<file path="src/rtl/multi_drop_pkg.sv">
// Shared definitions for the multi-drop bus master: destination codes, FSM states, defaults.
package multi_drop_pkg;

    localparam int unsigned DATA_W_DEF = 8;

    localparam logic [1:0] DEST_A       = 2'd0;
    localparam logic [1:0] DEST_B       = 2'd1;
    localparam logic [1:0] DEST_C       = 2'd2;
    localparam logic [1:0] DEST_ILLEGAL = 2'd3;

    typedef enum logic [1:0] {
        IDLE  = 2'd0,
        DRIVE = 2'd1,
        GAP   = 2'd2
    } state_e;

    // Enable vector ordered {enc, enb, ena}; illegal codes give no enable.
    function automatic logic [2:0] dest_onehot(input logic [1:0] dest);
        logic [2:0] oh;
        oh = 3'b000;
        case (dest)
            DEST_A:  oh = 3'b001;
            DEST_B:  oh = 3'b010;
            DEST_C:  oh = 3'b100;
            default: oh = 3'b000;
        endcase
        return oh;
    endfunction

endpackage

</file>
<file path="src/rtl/multi_drop_fifo.sv">
// Synchronous request FIFO with wrap-around pointers and an occupancy count.
module multi_drop_fifo #(
    parameter int unsigned DEPTH = 4,
    parameter int unsigned WIDTH = 10
) (
    input  logic                     clk,
    input  logic                     rst,
    input  logic                     push_i,
    input  logic                     pop_i,
    input  logic [WIDTH-1:0]         wdata_i,
    output logic [WIDTH-1:0]         rdata_o,
    output logic                     full_o,
    output logic                     empty_o,
    output logic [$clog2(DEPTH):0]   count_o
);

    localparam int unsigned PTR_W = $clog2(DEPTH);
    localparam int unsigned CNT_W = PTR_W + 1;

    logic [WIDTH-1:0] mem_q [DEPTH];
    logic [PTR_W-1:0] wptr_q, wptr_d;
    logic [PTR_W-1:0] rptr_q, rptr_d;
    logic [CNT_W-1:0] count_q, count_d;
    logic             do_push, do_pop;

    assign full_o  = (count_q == CNT_W'(DEPTH));
    assign empty_o = (count_q == '0);
    assign count_o = count_q;
    assign rdata_o = mem_q[rptr_q];

    // A full FIFO never accepts, even when a pop frees a slot on the same edge.
    assign do_push = push_i && !full_o;
    assign do_pop  = pop_i && !empty_o;

    always_comb begin
        wptr_d  = wptr_q;
        rptr_d  = rptr_q;
        count_d = count_q;
        if (do_push) wptr_d = wptr_q + PTR_W'(1);
        if (do_pop)  rptr_d = rptr_q + PTR_W'(1);
        case ({do_push, do_pop})
            2'b10:   count_d = count_q + CNT_W'(1);
            2'b01:   count_d = count_q - CNT_W'(1);
            default: count_d = count_q;
        endcase
    end

    always_ff @(posedge clk or negedge rst) begin
        if (!rst) begin
            wptr_q  <= '0;
            rptr_q  <= '0;
            count_q <= '0;
        end else begin
            wptr_q  <= wptr_d;
            rptr_q  <= rptr_d;
            count_q <= count_d;
        end
    end

    always_ff @(posedge clk) begin
        if (do_push) mem_q[wptr_q] <= wdata_i;
    end

endmodule

</file>
<file path="src/rtl/multi_drop_driver.sv">
// Multi-drop bus master: queues (dest, data) requests and drives each word with
// a single one-hot drop enable for one cycle, followed by an idle gap.
module multi_drop_driver
    import multi_drop_pkg::*;
#(
    parameter int unsigned DATA_W     = DATA_W_DEF,
    parameter int unsigned DEPTH      = 4,
    parameter int unsigned GAP_CYCLES = 1
) (
    input  logic              clk,
    input  logic              rst,
    input  logic              in_valid,
    output logic              in_ready,
    input  logic [1:0]        in_dest,
    input  logic [DATA_W-1:0] in_data,
    output logic [DATA_W-1:0] bus,
    output logic              ena,
    output logic              enb,
    output logic              enc,
    output logic              busy,
    output logic              err
);

    localparam int unsigned ENTRY_W = DATA_W + 2;
    localparam int unsigned CNT_W   = $clog2(DEPTH) + 1;
    localparam logic [3:0]  GAP_LOAD = (GAP_CYCLES == 0) ? 4'd0 : 4'(GAP_CYCLES - 1);

    state_e              state_q, state_d;
    logic [3:0]          gap_q, gap_d;
    logic [DATA_W-1:0]   bus_q, bus_d;
    logic [2:0]          en_q, en_d;
    logic                err_q, err_d;

    logic                accept, illegal, push, pop, launch;
    logic                full, empty;
    logic [CNT_W-1:0]    count;
    logic [ENTRY_W-1:0]  head;
    logic [1:0]          head_dest;
    logic [DATA_W-1:0]   head_data;

    assign in_ready  = !full;
    assign accept    = in_valid && in_ready;
    assign illegal   = (in_dest == DEST_ILLEGAL);
    assign push      = accept && !illegal;
    assign err_d     = accept && illegal;
    assign head_dest = head[ENTRY_W-1 -: 2];
    assign head_data = head[DATA_W-1:0];

    multi_drop_fifo #(
        .DEPTH (DEPTH),
        .WIDTH (ENTRY_W)
    ) u_fifo (
        .clk     (clk),
        .rst     (rst),
        .push_i  (push),
        .pop_i   (pop),
        .wdata_i ({in_dest, in_data}),
        .rdata_o (head),
        .full_o  (full),
        .empty_o (empty),
        .count_o (count)
    );

    // Next-state: IDLE, a zero-gap DRIVE and an expired GAP all share the launch path.
    always_comb begin
        state_d = state_q;
        gap_d   = gap_q;
        bus_d   = bus_q;
        en_d    = 3'b000;
        pop     = 1'b0;
        launch  = 1'b0;
        case (state_q)
            IDLE: launch = 1'b1;
            DRIVE: begin
                if (GAP_CYCLES == 0) begin
                    launch = 1'b1;
                end else begin
                    state_d = GAP;
                    gap_d   = GAP_LOAD;
                end
            end
            GAP: begin
                if (gap_q == 4'd0) launch = 1'b1;
                else               gap_d  = gap_q - 4'd1;
            end
            default: state_d = IDLE;
        endcase
        if (launch) begin
            if (!empty) begin
                pop     = 1'b1;
                bus_d   = head_data;
                en_d    = dest_onehot(head_dest);
                state_d = DRIVE;
            end else begin
                state_d = IDLE;
            end
        end
    end

    always_ff @(posedge clk or negedge rst) begin
        if (!rst) begin
            state_q <= IDLE;
            gap_q   <= 4'd0;
            bus_q   <= '0;
            en_q    <= 3'b000;
            err_q   <= 1'b0;
        end else begin
            state_q <= state_d;
            gap_q   <= gap_d;
            bus_q   <= bus_d;
            en_q    <= en_d;
            err_q   <= err_d;
        end
    end

    assign bus  = bus_q;
    assign ena  = en_q[0];
    assign enb  = en_q[1];
    assign enc  = en_q[2];
    assign err  = err_q;
    assign busy = (count != '0) || (state_q != IDLE);

endmodule
</file>
<file path="config.mk">
export PLATFORM = sky130hd
export DESIGN_NAME = multi_drop_driver
export DESIGN_NICKNAME = d
export VERILOG_FILES = /design/src/rtl/multi_drop_pkg.sv /design/src/rtl/multi_drop_fifo.sv /design/src/rtl/multi_drop_driver.sv
export SDC_FILE = /design/constraint.sdc
export NUM_CORES = 1
export LEC_CHECK = 0
export BUFFER_PORTS_ARGS = -buffer_cell sky130_fd_sc_hd__buf_2
export CAP_MARGIN = 0
export CELL_PAD_IN_SITES_DETAIL_PLACEMENT = 0
export CELL_PAD_IN_SITES_GLOBAL_PLACEMENT = 1
export CORE_ASPECT_RATIO = 0.6
export CORE_MARGIN = 2
export CORE_UTILIZATION = 30
export CTS_BUF_LIST = sky130_fd_sc_hd__clkbuf_2
export CTS_CLUSTER_DIAMETER = 120
export CTS_CLUSTER_SIZE = 30
export DETAILED_ROUTE_END_ITERATION = 8
export PLACE_DENSITY = 0.56
export SETUP_SLACK_MARGIN = 0.3
export SLEW_MARGIN = 20
export SYNTH_ARGS = -nofsm -noshare
export SYNTH_HDL_FRONTEND = slang
export SYNTH_HIERARCHICAL = 1
export SYNTH_SLANG_ARGS = --single-unit
</file>
<file path="constraint.sdc">
create_clock -name clk -period 2.8 [get_ports clk]
set_clock_uncertainty 0.2 [all_clocks]
set_input_delay 0.28 -clock clk [delete_from_list [all_inputs] [get_ports clk]]
set_output_delay 0.28 -clock clk [all_outputs]
set_load 0.02 [all_outputs]
</file>
# Word level (Yosys, flattened, before mapping)
# Memories as Yosys holds them, arrays and structs flattened.
# Index checks and enable logic that the tools add are counted.
[op_classes]
add_sub_neg = 5
eq_ne = 10
mux = 15
bitwise_logic = 1
n_reduce_logical = 20
[op_table]
columns = ["operator", "n"]
rows = [
  ["3-bit case mux with 3 select lines", 1],
  ["2-bit equality test (second input constant)", 4],
  ["4-bit case mux with 2 select lines", 1],
  ["2-bit by 1-bit equality test with 1-bit output (second input constant)", 3],
  ["1-bit 2-to-1 mux", 6],
  ["3-bit 2-to-1 mux", 2],
  ["3-bit case mux with 2 select lines", 1],
  ["2-bit nonzero test", 3],
  ["1-bit logical AND", 5],
  ["2-bit by 1-bit adder with 2-bit output (second input constant)", 2],
  ["2-bit logical NOT", 2],
  ["4-bit logical NOT", 1],
  ["4-bit 2-to-1 mux", 1],
  ["2-bit case mux with 2 select lines", 1],
  ["2-bit AND reduction", 2],
  ["4-bit by 1-bit subtractor with 4-bit output (second input constant)", 1],
  ["3-bit by 1-bit adder with 3-bit output (second input constant)", 1],
  ["3-bit equality test (second input constant)", 1],
  ["1-bit logical NOT", 3],
  ["3-bit logical NOT", 1],
  ["3-bit nonzero test", 1],
  ["3-bit by 1-bit subtractor with 3-bit output (second input constant)", 1],
  ["2-bit 2-to-1 mux", 1],
  ["2-bit by 1-bit inequality test with 1-bit output (second input constant)", 1],
  ["5 further kinds", 5],
]
[totals]
register_bits = 25
mem_bits_rw = 40
in_bits = 13
output_inout_bits = 14
mem_count = 1
[mem_list]
columns = ["memory", "depth", "width", "read_ports", "rd_clocked_by_memory_dff", "write_ports", "line_no", "source"]
rows = [
  ["u_fifo.mem_q", 4, 10, 1, 0, 1, "multi_drop_fifo.sv:20", "logic [WIDTH-1:0] mem_q [DEPTH];"],
]

# Longest topological paths before layout
[depth]
depth_word = 7
mapped_depth = 12
ltp_nobuf = 12

# Cells and area by module
# The synthesis kept the hierarchy.
[by_module_without_submodules]
columns = ["module", "n_inst", "cells_per_inst", "area_per_inst_um2", "seq_area_each_um2"]
rows = [
  ["multi_drop_fifo", 1, 89, 1885.6, 1376.3],
  ["multi_drop_driver", 1, 69, 840.8, 450.4],
]

# Least setup slack after synthesis
# OpenSTA, ideal clock, no wires.
[synth_path]
path_type = "register to register"
from = "register gap_q[0]"
to = "register u_fifo.count_q[2] (netlist: u_fifo/count_o[2])"
setup_time_ns = 0.079
arrival_ns = 2.656
t_required_ns = 2.521
path_slack_ns = -0.136
path_stages_with_launch = 13
synth_period_minus_slack_ns = 2.936
cell_sequence = "dfrtp_1 -> inv_1 -> ha_1 -> or3b_4 -> a211oi_4 -> buf_6 -> o31a_2 -> ha_1 -> inv_1 -> fa_1 -> xor2_1 -> nor2_1 -> xor2_1"
[synth_via]
elab_chain_len = 7
word_cells_on_any_way = 9
classes_between = "eq/ne (2); mux (4); reduce/logical (3)"
[synth_rtl]
columns = ["item", "line_no", "source"]
rows = [
  ["start: declaration", "multi_drop_driver.sv:29", "logic [3:0] gap_q, gap_d;"],
  ["start signal: assignment", "multi_drop_driver.sv:109", "gap_q <= gap_d;"],
  ["4-bit logical NOT *", "multi_drop_driver.sv:83", "if (gap_q == 4'd0) launch = 1'b1;"],
  ["1-bit 2-to-1 mux *", "multi_drop_driver.sv:83", ""],
  ["1-bit case mux with 2 select lines *", "multi_drop_driver.sv:72", "case (state_q)"],
  ["1-bit 2-to-1 mux *", "multi_drop_driver.sv:88", "if (launch) begin"],
  ["named net pop", "multi_drop_driver.sv:34", "logic accept, illegal, push, pop, launch;"],
  ["1-bit logical AND *", "multi_drop_fifo.sv:33", "assign do_pop = pop_i && !empty_o;"],
  ["named net u_fifo.do_pop", "multi_drop_fifo.sv:24", "logic do_push, do_pop;"],
  ["2-bit by 1-bit equality test with 1-bit output / 2-bit equality test (equally long branches)", "multi_drop_fifo.sv:41", "case ({do_push, do_pop})"],
  ["3-bit case mux with 2 select lines / 2-bit nonzero test (equally long branches)", "-", ""],
  ["end signal: assignment", "multi_drop_fifo.sv:56", "count_q <= count_d;"],
  ["end: declaration", "multi_drop_fifo.sv:23", "logic [CNT_W-1:0] count_q, count_d;"],
]
# Mark *: on every way through the listed nets, which the timed path passes. The rest lies on a longest branch.
# A chain may end at the register's enable or synchronous reset.

# Final worst setup path
[layout_path]
from = "register gap_q[0]"
to = "register u_fifo.count_q[2] (netlist: u_fifo/count_o[2])"
[layout_via]
elab_chain_len = 7
word_cells_on_any_way = 9
classes_between = "eq/ne (2); mux (4); reduce/logical (3)"
[layout_rtl]
columns = ["item", "line_no"]
rows = [
  ["4-bit logical NOT *", "multi_drop_driver.sv:83"],
  ["1-bit 2-to-1 mux *", "multi_drop_driver.sv:83"],
  ["1-bit case mux with 2 select lines *", "multi_drop_driver.sv:72"],
  ["1-bit 2-to-1 mux *", "multi_drop_driver.sv:88"],
  ["1-bit logical AND *", "multi_drop_fifo.sv:33"],
  ["named net u_fifo.do_pop", "multi_drop_fifo.sv:24"],
  ["2-bit by 1-bit equality test with 1-bit output / 2-bit equality test (equally long branches)", "multi_drop_fifo.sv:41"],
  ["3-bit case mux with 2 select lines / 2-bit nonzero test (equally long branches)", "-"],
]
# Marks and branches as above.

==> impl_metrics.toml <==
[detailed_routing]
met3_length_um = 257
drtAntennaViolNets = 0
routed-wl-met2_um = 2580
vias_per_cell = 4.53
drt-initial-drc-count = 152
firstDrtPassIters = 4
wl_met1_um = 2410
top_layer = "met4"
vias = 1508
remaining_drc_errors = 0
wirelength_um = 5300
wl_per_cell_um = 15.9

[clock_tree]
clk_path_buf_depth = 2
clkSlewWorstSetupHoldPaths_ns = 0.18
htree_levels = 3
cts_tree = "yes"
cts-root-buf = "clkbuf_2"
clkSinkCount = 65
worstSkewPairLatency_ns = 0.47
cts-buffers-inserted = 9

[worst_setup_path]
critPathRequiredTime_ns = 3.02
r2r-start = "gap_q[0]"
r2r_end = "u_fifo/count_o[2]"
endpoint = "u_fifo/count_o[2]"
r2r_cells = 11
crit_fanout = 2
critPathLaunchType = "flop"
crit_path_end_kind = "flop"
ff2ff_setup_slack_ns = 0.19
crit_arrival_ns = 2.83
crit_type = "flop to flop"
cp-startpoint = "gap_q[0]"

[sta]
worstMarginPinSlew_ns = 0.637
slew_headroom_pct = 57.5
period_minus_slack_ns = 2.61
finalCritPeriodShare_pct = 93.3
slew_viol_final = 0
hold_viol_final = 0
rsz0062_at_grt = "yes"
finalSetupTns_ns = 0
fmax_mhz = 383
setup_violations = 0

[layout]
ff_latch_area_um2 = 1830
num_antenna_cells = 0
syn_to_final_growth_pct = 22.9
nets = 236
n_fill_cell = 832
stdcell_count = 333
multi_input_area_um2 = 851
layout-drive-gt1-share_pct = 40.7

[floorplan]
fp.dieH_um = 77.8
coreArea_um2 = 8650
die_x_um = 127
io_pins = 27
initial_core_util_pct = 31.5
row_count = 26
dieArea_um2 = 9890

[power_and_ir_drop]
p_seq_share_pct = 43.3
power_leakage_nw = 1.34
p_comb_share_pct = 38.7
vdd_drop_max_mv = 0.325
clkPwrFrac_pct = 18.0
p_sw_share_pct = 33.7
netSwitchingPower_mw = 1.15
intPower_mw = 2.27
powerDensity_nw_per_um2 = 1020

[synth]
syn_inst = 158
synth.cell_area_um2 = 2730
ys_warn_count = 6
ys_types = 39
async_reset_ff_share_pct = 38.5
syn_nets = 178
yosysTopAreaCell = "edfxtp_1"
synth_area_leaders = "edfxtp_1 44%, dfrtp_1 23%, mux4_2 8.3%"
synth_top_area_share_pct = 44.1
yosys.cell_count.top_type = "edfxtp_1"
avgSynthCellArea_um2 = 17.3
synthFlopType = "edfxtp_1"
synth.top_cells.by_count = "40 x edfxtp_1, 25 x dfrtp_1, 11 x inv_1, 10 x mux4_2, 8 x nand2_1"
synth-edff-count = 40
synth-seq-cells = 65
ys_seq_area_share_pct = 67.0

[min_path]
worst_hold_path_type = "input port to async pin"

[outcome]
status = "complete, no violations"

[grt]
grt_pass1_vias = 1589
grt_max_degree = 26
track_usage_pct = 11.9
overflow = 0
grt_first_pass_wirelength_um = 8490
antenna_found_initial = 0

[placed_design]
dp_cells = 293
routabilityCongestion = 0.720
io_buffers = 26
post-dp-hpwl_um = 3340

[flow_run]
maxCapViolCount = 0
[power by group through the flow]
stage	Clock [mW]	Combinational [mW]	Sequential [mW]
detailed placement	0	1.22	1.54
finish	0.613	1.32	1.48
floorplan	0	0.920	1.51
global route	0.687	1.45	1.52
global placement	0	1.19	1.52
CTS	0.633	1.30	1.50
[final cells by class]
type	instances	area share (%)
multi-input cells	77	25.4
repair buffers	52	10.7
well taps	112	4.18
clock buffers	9	1.34
flip-flops and latches	65	54.6
inverters	11	1.23
clock inverters	7	2.54
[through the flow]
| stage | setup slack [ns] | util [%] | instance area (µm²) | hold slack [ns] | power (mW) |
|---|---|---|---|---|---|
| CTS | 0.152 | 38.3 | 3320 | 0.119 | 3.42 |
| global route | 0.0923 | 38.7 | 3350 | 0.0823 | 3.66 |
| detailed placement | 0.0537 | 34.7 | 3000 | 0.143 | 2.75 |
| global placement | 0.118 | 34.7 | 3000 | 0.134 | 2.71 |
| floorplan | 0.00379 | - | 2750 | -0.216 | 2.43 |
| finish | 0.188 | 38.7 | 3350 | 0.129 | 3.41 |
[routing by layer]
metal  track usage (%)  vias up
met2              18.6       37
li1                  -      708
met4              5.49        0
met5                 0        -
met3              4.34        4
met1              14.8      759
[critical path, cell delays in order (launching register included)]
cell	delay [ns]
dfrtp_1	0.41
inv_1	0.06
ha_2	0.17
or3b_4	0.40
a211oi_4	0.24
o31a_4	0.20
ha_4	0.13
inv_2	0.03
fa_2	0.32
xor2_1	0.14
nor2_1	0.11
xor2_1	0.15
[flip-flops by register name (all words and copies together), names as in the netlist]
name,cells
bus,8
en_q,3
err,1
gap_q,4
state_q,2
u_fifo/count_o,3
u_fifo/mem_q,40
u_fifo/rptr_q,2
u_fifo/wptr_q,2
[cell usage in the layout, fill, tap and decap left out, types with 2 or more instances in the layout]
cell and n:
a21oi_1 2, and2_2 4, and3b_1 2, buf_2 26, buf_4 13, bufinv_16 2, clkbuf_2 9, clkinv_1 2
clkinv_2 2, dfrtp_1 23, dfrtp_2 2, dlygate4sd3_1 13, edfxtp_1 40, ha_1 4, inv_1 10, mux2_2 2
mux2_4 7, mux4_2 10, nand2_1 8, nor2_1 3, nor3_1 2, o211ai_1 2, o22ai_1 2, o311ai_0 2
xnor2_1 3, xor2_1 3
[how the worst min path moves through the flow]
stage,slack (ns),endpoint,cells past startpoint,startpoint
after floorplan,-0.22,bus[0],0,rst
after global placement,0.13,bus[4],1,rst
after detailed placement,0.14,bus[4],1,rst
after CTS,0.12,bus[4],2,rst
after global routing,0.08,bus[4],2,rst
final,0.13,bus[4],2,rst
[what timing repair did]
item,in CTS,in global routing
hold buffers,13,0
endpoints found under the hold margin,66,0
setup buffers,7,4
gates resized for setup,2,1
pin swaps,3,1
setup endpoints to repair,3,3
[logic make-up (layout without fill, tap and decap cells)]
kind of cell,Yosys count,in the layout,share of synthesized area [%]
xor gates and xnor gates,6,6,1.93
and+or+nand+nor,30,30,7.39
AOI/OAI and AO/OA,14,14,4.08
muxes,20,20,13.3
DFF,65,65,67.0
buffers and inverters,16,79,2.80
adders and majority gates,7,7,3.49
Power figures use the tool's default switching activity.
